--- config.mk ---
export PLATFORM = sky130hd
export DESIGN_NAME = addsub_seq_flat
export DESIGN_NICKNAME = d
export VERILOG_FILES = /design/src/rtl/addsub_seq_if.sv /design/src/rtl/addsub_seq.sv /design/src/flat_wrapper.sv
export SDC_FILE = /design/constraint.sdc
export NUM_CORES = 1
export LEC_CHECK = 0
export BUFFER_PORTS_ARGS = -buffer_cell sky130_fd_sc_hd__buf_2
export CORE_ASPECT_RATIO = 1.5
export CORE_UTILIZATION = 40
export DETAILED_ROUTE_END_ITERATION = 6
export SLEW_MARGIN = 25
export SYNTH_ARGS = -nofsm -noshare
export SYNTH_HDL_FRONTEND = slang
export SYNTH_SLANG_ARGS = --single-unit
export TNS_END_PERCENT = 20
--- constraint.sdc ---
create_clock -name clk -period 3.9 [get_ports clk]
set_clock_uncertainty 0.05 [all_clocks]
set_input_delay 1.17 -clock clk [delete_from_list [all_inputs] [get_ports clk]]
set_output_delay 1.17 -clock clk [all_outputs]
set_load 0.005 [all_outputs]
--- src/rtl/addsub_seq_if.sv ---
// rtl/addsub_seq_if.sv - operand/result bundle for addsub_seq (ovf present with ADDSUB_SEQ_OVF_EN)
interface addsub_seq_if #(
  parameter int BITS  = 8,
  parameter int WORDS = 4
);
  localparam int N = BITS * WORDS;

  logic         start;
  logic         mode;
  logic         cin;
  logic [N-1:0] x;
  logic [N-1:0] y;
  logic         busy;
  logic         done;
  logic [N-1:0] sum;
  logic         cout;
`ifdef ADDSUB_SEQ_OVF_EN
  logic         ovf;
`endif

  modport master (
    output start, mode, cin, x, y,
    input  busy, done, sum, cout
`ifdef ADDSUB_SEQ_OVF_EN
    , input ovf
`endif
  );

  modport slave (
    input  start, mode, cin, x, y,
    output busy, done, sum, cout
`ifdef ADDSUB_SEQ_OVF_EN
    , output ovf
`endif
  );
endinterface

--- src/rtl/addsub_seq.sv ---
// rtl/addsub_seq.sv - multi-cycle slice-serial adder/subtractor; ADDSUB_SEQ_OVF_EN adds signed overflow output
module addsub_seq #(
  parameter int BITS  = 8,
  parameter int WORDS = 4
) (
  input  logic         clk,
  input  logic         rst_n,
  addsub_seq_if.slave  bus
);
  localparam int IDX_W = (WORDS > 1) ? $clog2(WORDS) : 1;
  localparam logic [IDX_W-1:0] LAST_IDX = IDX_W'(WORDS - 1);

  typedef enum logic [1:0] {IDLE, RUN, DONE} state_e;

  state_e                      state_q, state_d;
  logic [WORDS-1:0][BITS-1:0]  x_q, x_d;
  logic [WORDS-1:0][BITS-1:0]  y_q, y_d;
  logic [WORDS-1:0][BITS-1:0]  sum_q, sum_d;
  logic                        mode_q, mode_d;
  logic                        carry_q, carry_d;
  logic [IDX_W-1:0]            idx_q, idx_d;
  logic                        cout_q, cout_d;
  logic                        busy_q, busy_d;
  logic                        done_q, done_d;
`ifdef ADDSUB_SEQ_OVF_EN
  logic                        ovf_q, ovf_d;
  logic                        top_cin;
`endif

  logic [BITS-1:0]             slice_x;
  logic [BITS-1:0]             slice_y;
  logic [BITS:0]               slice_r;

  // Current slice: operand B is conditionally inverted so subtract is x + ~y + cin
  always_comb begin
    slice_x = x_q[idx_q];
    slice_y = y_q[idx_q] ^ {BITS{mode_q}};
    slice_r = {1'b0, slice_x} + {1'b0, slice_y} + {{BITS{1'b0}}, carry_q};
`ifdef ADDSUB_SEQ_OVF_EN
    // Carry into the slice MSB, recovered from the MSB sum bit
    top_cin = slice_r[BITS-1] ^ slice_x[BITS-1] ^ slice_y[BITS-1];
`endif
  end

  // Next-state and datapath update; busy/done are derived from the next state so they stay registered
  always_comb begin
    state_d = state_q;
    x_d     = x_q;
    y_d     = y_q;
    sum_d   = sum_q;
    mode_d  = mode_q;
    carry_d = carry_q;
    idx_d   = idx_q;
    cout_d  = cout_q;
`ifdef ADDSUB_SEQ_OVF_EN
    ovf_d   = ovf_q;
`endif
    case (state_q)
      IDLE, DONE: begin
        if (bus.start) begin
          x_d     = bus.x;
          y_d     = bus.y;
          mode_d  = bus.mode;
          carry_d = bus.cin;
          idx_d   = '0;
          sum_d   = '0;
          cout_d  = 1'b0;
`ifdef ADDSUB_SEQ_OVF_EN
          ovf_d   = 1'b0;
`endif
          state_d = RUN;
        end else begin
          state_d = IDLE;
        end
      end
      RUN: begin
        sum_d[idx_q] = slice_r[BITS-1:0];
        carry_d      = slice_r[BITS];
        if (idx_q == LAST_IDX) begin
          cout_d  = slice_r[BITS];
`ifdef ADDSUB_SEQ_OVF_EN
          ovf_d   = top_cin ^ slice_r[BITS];
`endif
          state_d = DONE;
        end else begin
          idx_d = idx_q + IDX_W'(1);
        end
      end
      default: state_d = IDLE;
    endcase
    busy_d = (state_d == RUN);
    done_d = (state_d == DONE);
  end

  // State and datapath registers with synchronous active-low reset
  always_ff @(posedge clk) begin
    if (!rst_n) begin
      state_q <= IDLE;
      x_q     <= '0;
      y_q     <= '0;
      sum_q   <= '0;
      mode_q  <= 1'b0;
      carry_q <= 1'b0;
      idx_q   <= '0;
      cout_q  <= 1'b0;
      busy_q  <= 1'b0;
      done_q  <= 1'b0;
`ifdef ADDSUB_SEQ_OVF_EN
      ovf_q   <= 1'b0;
`endif
    end else begin
      state_q <= state_d;
      x_q     <= x_d;
      y_q     <= y_d;
      sum_q   <= sum_d;
      mode_q  <= mode_d;
      carry_q <= carry_d;
      idx_q   <= idx_d;
      cout_q  <= cout_d;
      busy_q  <= busy_d;
      done_q  <= done_d;
`ifdef ADDSUB_SEQ_OVF_EN
      ovf_q   <= ovf_d;
`endif
    end
  end

  assign bus.busy = busy_q;
  assign bus.done = done_q;
  assign bus.sum  = sum_q;
  assign bus.cout = cout_q;
`ifdef ADDSUB_SEQ_OVF_EN
  assign bus.ovf  = ovf_q;
`endif
endmodule

--- src/flat_wrapper.sv ---
// flat-port wrapper written by rule: the top's interface ports become plain ports
module addsub_seq_flat 
#(
  parameter int BITS  = 8,
  parameter int WORDS = 4
)
  (clk, rst_n, bus_start, bus_mode, bus_cin, bus_x, bus_y, bus_busy, bus_done, bus_sum, bus_cout);
  addsub_seq_if #(.BITS(BITS), .WORDS(WORDS)) bus_i ();
  input  logic clk;
  input  logic rst_n;
  input wire logic [$bits(bus_i.start)-1:0] bus_start;
  input wire logic [$bits(bus_i.mode)-1:0] bus_mode;
  input wire logic [$bits(bus_i.cin)-1:0] bus_cin;
  input wire logic [$bits(bus_i.x)-1:0] bus_x;
  input wire logic [$bits(bus_i.y)-1:0] bus_y;
  output wire logic [$bits(bus_i.busy)-1:0] bus_busy;
  output wire logic [$bits(bus_i.done)-1:0] bus_done;
  output wire logic [$bits(bus_i.sum)-1:0] bus_sum;
  output wire logic [$bits(bus_i.cout)-1:0] bus_cout;
  assign bus_i.start = bus_start;
  assign bus_i.mode = bus_mode;
  assign bus_i.cin = bus_cin;
  assign bus_i.x = bus_x;
  assign bus_i.y = bus_y;
  assign bus_busy = bus_i.busy;
  assign bus_done = bus_i.done;
  assign bus_sum = bus_i.sum;
  assign bus_cout = bus_i.cout;
  addsub_seq #(.BITS(BITS), .WORDS(WORDS)) u_core (.clk(clk), .rst_n(rst_n), .bus(bus_i));
endmodule
==> results.py <==
metrics = {
    "sta": {
        "hold_ws_ns": 0.397,
        "timing_max_transition_violations_final": 0,
        "totalNegativeSetupSlack_ns": 0,
        "maxSlewHeadroom": 0.425,
        "grt_setup_unrepaired": "no",
        "period_utilization_post_route": 0.788,
        "finalSetupViolations": 0,
        "transition_time_of_the_tightest_slew_check_pin_ns": 0.862,
        "report.final.hold_viol_count": 0,
        "max_clock_freq_mhz": 325,
        "final_period_minus_worst_setup_slack_ns": 3.08,
        "fin_ws_ns": 0.825,
    },
    "routing": {
        "vias_per_cell": 5.10,
        "avgRoutedWirePerCell_um": 14.4,
        "first_pass_iters": 4,
        "first_iter_violations": 178,
        "via_count": 3999,
        "wl_um": 11300,
        "post-route-drc-count": 0,
        "final_antenna_net_count": 0,
    },
    "global_routing": {
        "antenna_found_initial": 0,
        "grt_pass1_vias": 3890,
        "groute.usage.overall": 0.195,
        "grt_first_pass_wirelength_um": 18700,
        "grt_overflow": 0,
        "maximum_number_of_pins_on_one_net_before_global_route_repair": 66,
    },
    "min_path": {
        "hp-start": "u_core.bus.sum[5]$_SDFFE_PN0P_",
        "worstHoldPathType": "register to register",
    },
    "floorplan": {
        "fp-row-count": 47,
        "die_x_um": 89.9,
        "core_area_sq_um": 11200,
        "overall_die_area_sq_um": 12000,
        "initial_utilization": 0.415,
        "design.portCount": 104,
        "dieHeight_um": 134,
    },
    "logic_synthesis": {
        "postSynthNetCount": 636,
        "synthesis.area_sq_um": 4640,
        "synth-edff-count": 0,
        "yosysWarnings": 0,
        "yosys_most_used_dff": "dfxtp_1",
        "synthTopCellsByCount": "nand2_1 (156), dfxtp_1 (105), a21oi_1 (67)",
        "netlist-cell-type-count": 42,
        "share_of_synthesized_flip_flops_with_an_asynchronous_set_or_reset": 0,
        "yosys.area.top_type_share": 0.453,
        "most_repeated_cell_in_the_gate_level_netlist_after_synthesis": "nand2_1",
        "synth.area.top_cells": "dfxtp_1 (45%), nand2_1 (13%), mux4_2 (7.8%), a21oi_1 (7.2%), nor2_1 (3.2%)",
        "seq_area_frac_synth": 0.453,
        "synth.ff_latch_count": 105,
        "postSynthAreaPerCell_sq_um": 8.37,
        "synthesis.instances": 554,
        "cell_type_with_the_highest_aggregate_area_in_the_netlist": "dfxtp_1",
    },
    "cts": {
        "cts_root_buffer": "clkbuf_16",
        "clk_pin_slew_worst_paths_ns": 0.06,
        "cts_hold_repair.buffers": 0,
        "setup_buffers_after_cts": 0,
        "tritoncts": "done",
        "clkLatencyLatePin_ns": 0.34,
        "clock_sinks": 105,
        "clockBufferDepth": 2,
        "cts_repair_resize_count": 0,
        "htree_levels": 3,
        "tritoncts.num_buffers": 9,
    },
    "power_and_ir_drop": {
        "power_density_nw_per_um2": 438,
        "ir_worst_vdd_uv": 304,
        "power.static_leakage_nw": 2.34,
    },
    "setup_path": {
        "cp_cell_sequence": "buf_4 > mux4_2 > xor2_1 > ha_1 > nor2b_1 > o31a_2 > and4b_2 > nor3_1 > o21ai_0",
        "critical_path_fanout_max": 20,
        "reg2reg_from": "u_core.idx_q[0]$_SDFFE_PN0P_",
        "startpoint": "u_core.idx_q[0]$_SDFFE_PN0P_",
        "timing.critical_path.slowest_stage_cell": "mux4_2",
        "cp_data_arrival_time_ns": 3.24,
        "crit_path_leading_delay_family": "simple AND/OR/NAND/NOR gates",
        "timing.critical_path.buf_inv": 1,
        "end_kind": "register",
        "crit_path_start_kind": "register",
        "r2r_slack_ns": 0.82,
        "cpPeakStageDelay_ns": 0.56,
        "critPathRequiredTime_ns": 4.07,
        "crit_type": "register to register",
    },
    "final_layout": {
        "area_growth_syn_to_layout_pct": 19.0,
        "layout_cell_share_with_drive_strength_beyond_1": 0.231,
        "n_antenna_cell": 0,
        "layout.nets": 715,
        "fill_cells": 1134,
    },
    "place": {
        "finalWeightedCongestion": 0.849,
        "place.port_buffers": 103,
        "place_hpwl_um": 8230,
        "place_worst_setup_slack_ns": 0.854,
    },
    "run": {
        "cap_viol_max_count": 0,
    },
    "status": {
        "status": "complete, no violations",
    },
}
==> worst register-to-register path, stage by stage, from the launching register on <==
cell	delay [ns]
dfxtp_1	0.36
buf_4	0.34
mux4_2	0.56
xor2_1	0.17
ha_1	0.31
nor2b_1	0.14
o31a_2	0.34
and4b_2	0.25
nor3_1	0.29
o21ai_0	0.14
==> cells by family (layout without fill, tap and decap cells) <==
| kind of cell | after synthesis | after routing | share of synthesized area |
|---|---|---|---|
| multiplexers | 16 | 16 | 0.0777 |
| adder cells (fa/ha/maj) | 13 | 13 | 0.0383 |
| XOR/XNOR | 9 | 9 | 0.0170 |
| AND/OR/NAND/NOR | 245 | 245 | 0.219 |
| flip-flops | 105 | 105 | 0.453 |
| AO/OA/AOI/OAI | 116 | 116 | 0.147 |
| buffers and inverters | 50 | 133 | 0.0470 |
==> sequential cells by signal, summed over array words and instances (netlist names) <==
register / cells
u_core.idx_q: 2
u_core.bus.sum: 32
u_core.carry_q: 1
u_core.state_q: 2
u_core.y_q: 32
u_core.bus.cout: 1
u_core.bus.done: 1
u_core.mode_q: 1
u_core.bus.busy: 1
u_core.x_q: 32
==> final cells by class <==
cell class | count | area [sq um] | area share
tap | 147 | 184 | 0.0333
clock buffer | 12 | 256 | 0.0465
clock inverter | 3 | 40.0 | 0.00726
timing repair buffer | 108 | 566 | 0.102
multi-input combinational | 399 | 2330 | 0.423
inverter | 10 | 37.5 | 0.00680
sequential | 105 | 2100 | 0.381
==> cell usage in the layout, fill, tap and decap left out, types with 4 or more instances in the layout <==
cell type  instances
nand2_1          156
dfxtp_1          105
buf_2            103
a21oi_1           67
nor2_1            39
nand3_1           24
mux4_2            16
ha_1              11
o21a_1            10
o21ai_0           10
inv_1              9
clkbuf_16          9
a31oi_1            8
a21boi_0           8
xor2_1             7
nor2b_1            4
nor3_1             4
and3_1             4
or3_1              4
buf_4              4
==> metrics by stage <==
stage	utilization	instance area (sq um)	instances	power, W
5_1_grt	0.494	5520	784	0.00254
4_1_cts	0.493	5510	784	0.00244
2_1_floorplan	-	4640	554	0.00143
3_3_place_gp	0.467	5220	769	0.00154
3_5_place_dp	0.467	5220	769	0.00154
6_report	0.494	5520	784	0.00242
==> routing by layer <==
metal	track usage	vias up	wire [um]
met2	0.335	103	5610
li1	-	2023	-
met3	0.0363	23	392
met4	0.0878	0	338
met5	0	-	0
met1	0.238	1850	4950
==> power by group <==
part / switching [W] / leakage, nW / internal (W)
combinational: 0.000213 / 1.33 / 0.000151
clock: 0.000369 / 0.148 / 0.000527
sequential: 0.0000316 / 0.858 / 0.00113
==> worst paths after layout <==
kind | end | depth (start not counted)
setup / recovery | u_core.bus.sum[13]$_SDFFE_PN0P_ | 9
hold / removal | u_core.bus.sum[5]$_SDFFE_PN0P_ | 2
setup reg to reg | u_core.bus.sum[13]$_SDFFE_PN0P_ | 9
hold reg to reg | u_core.bus.sum[5]$_SDFFE_PN0P_ | 2
(Power assumes the default switching activity.)
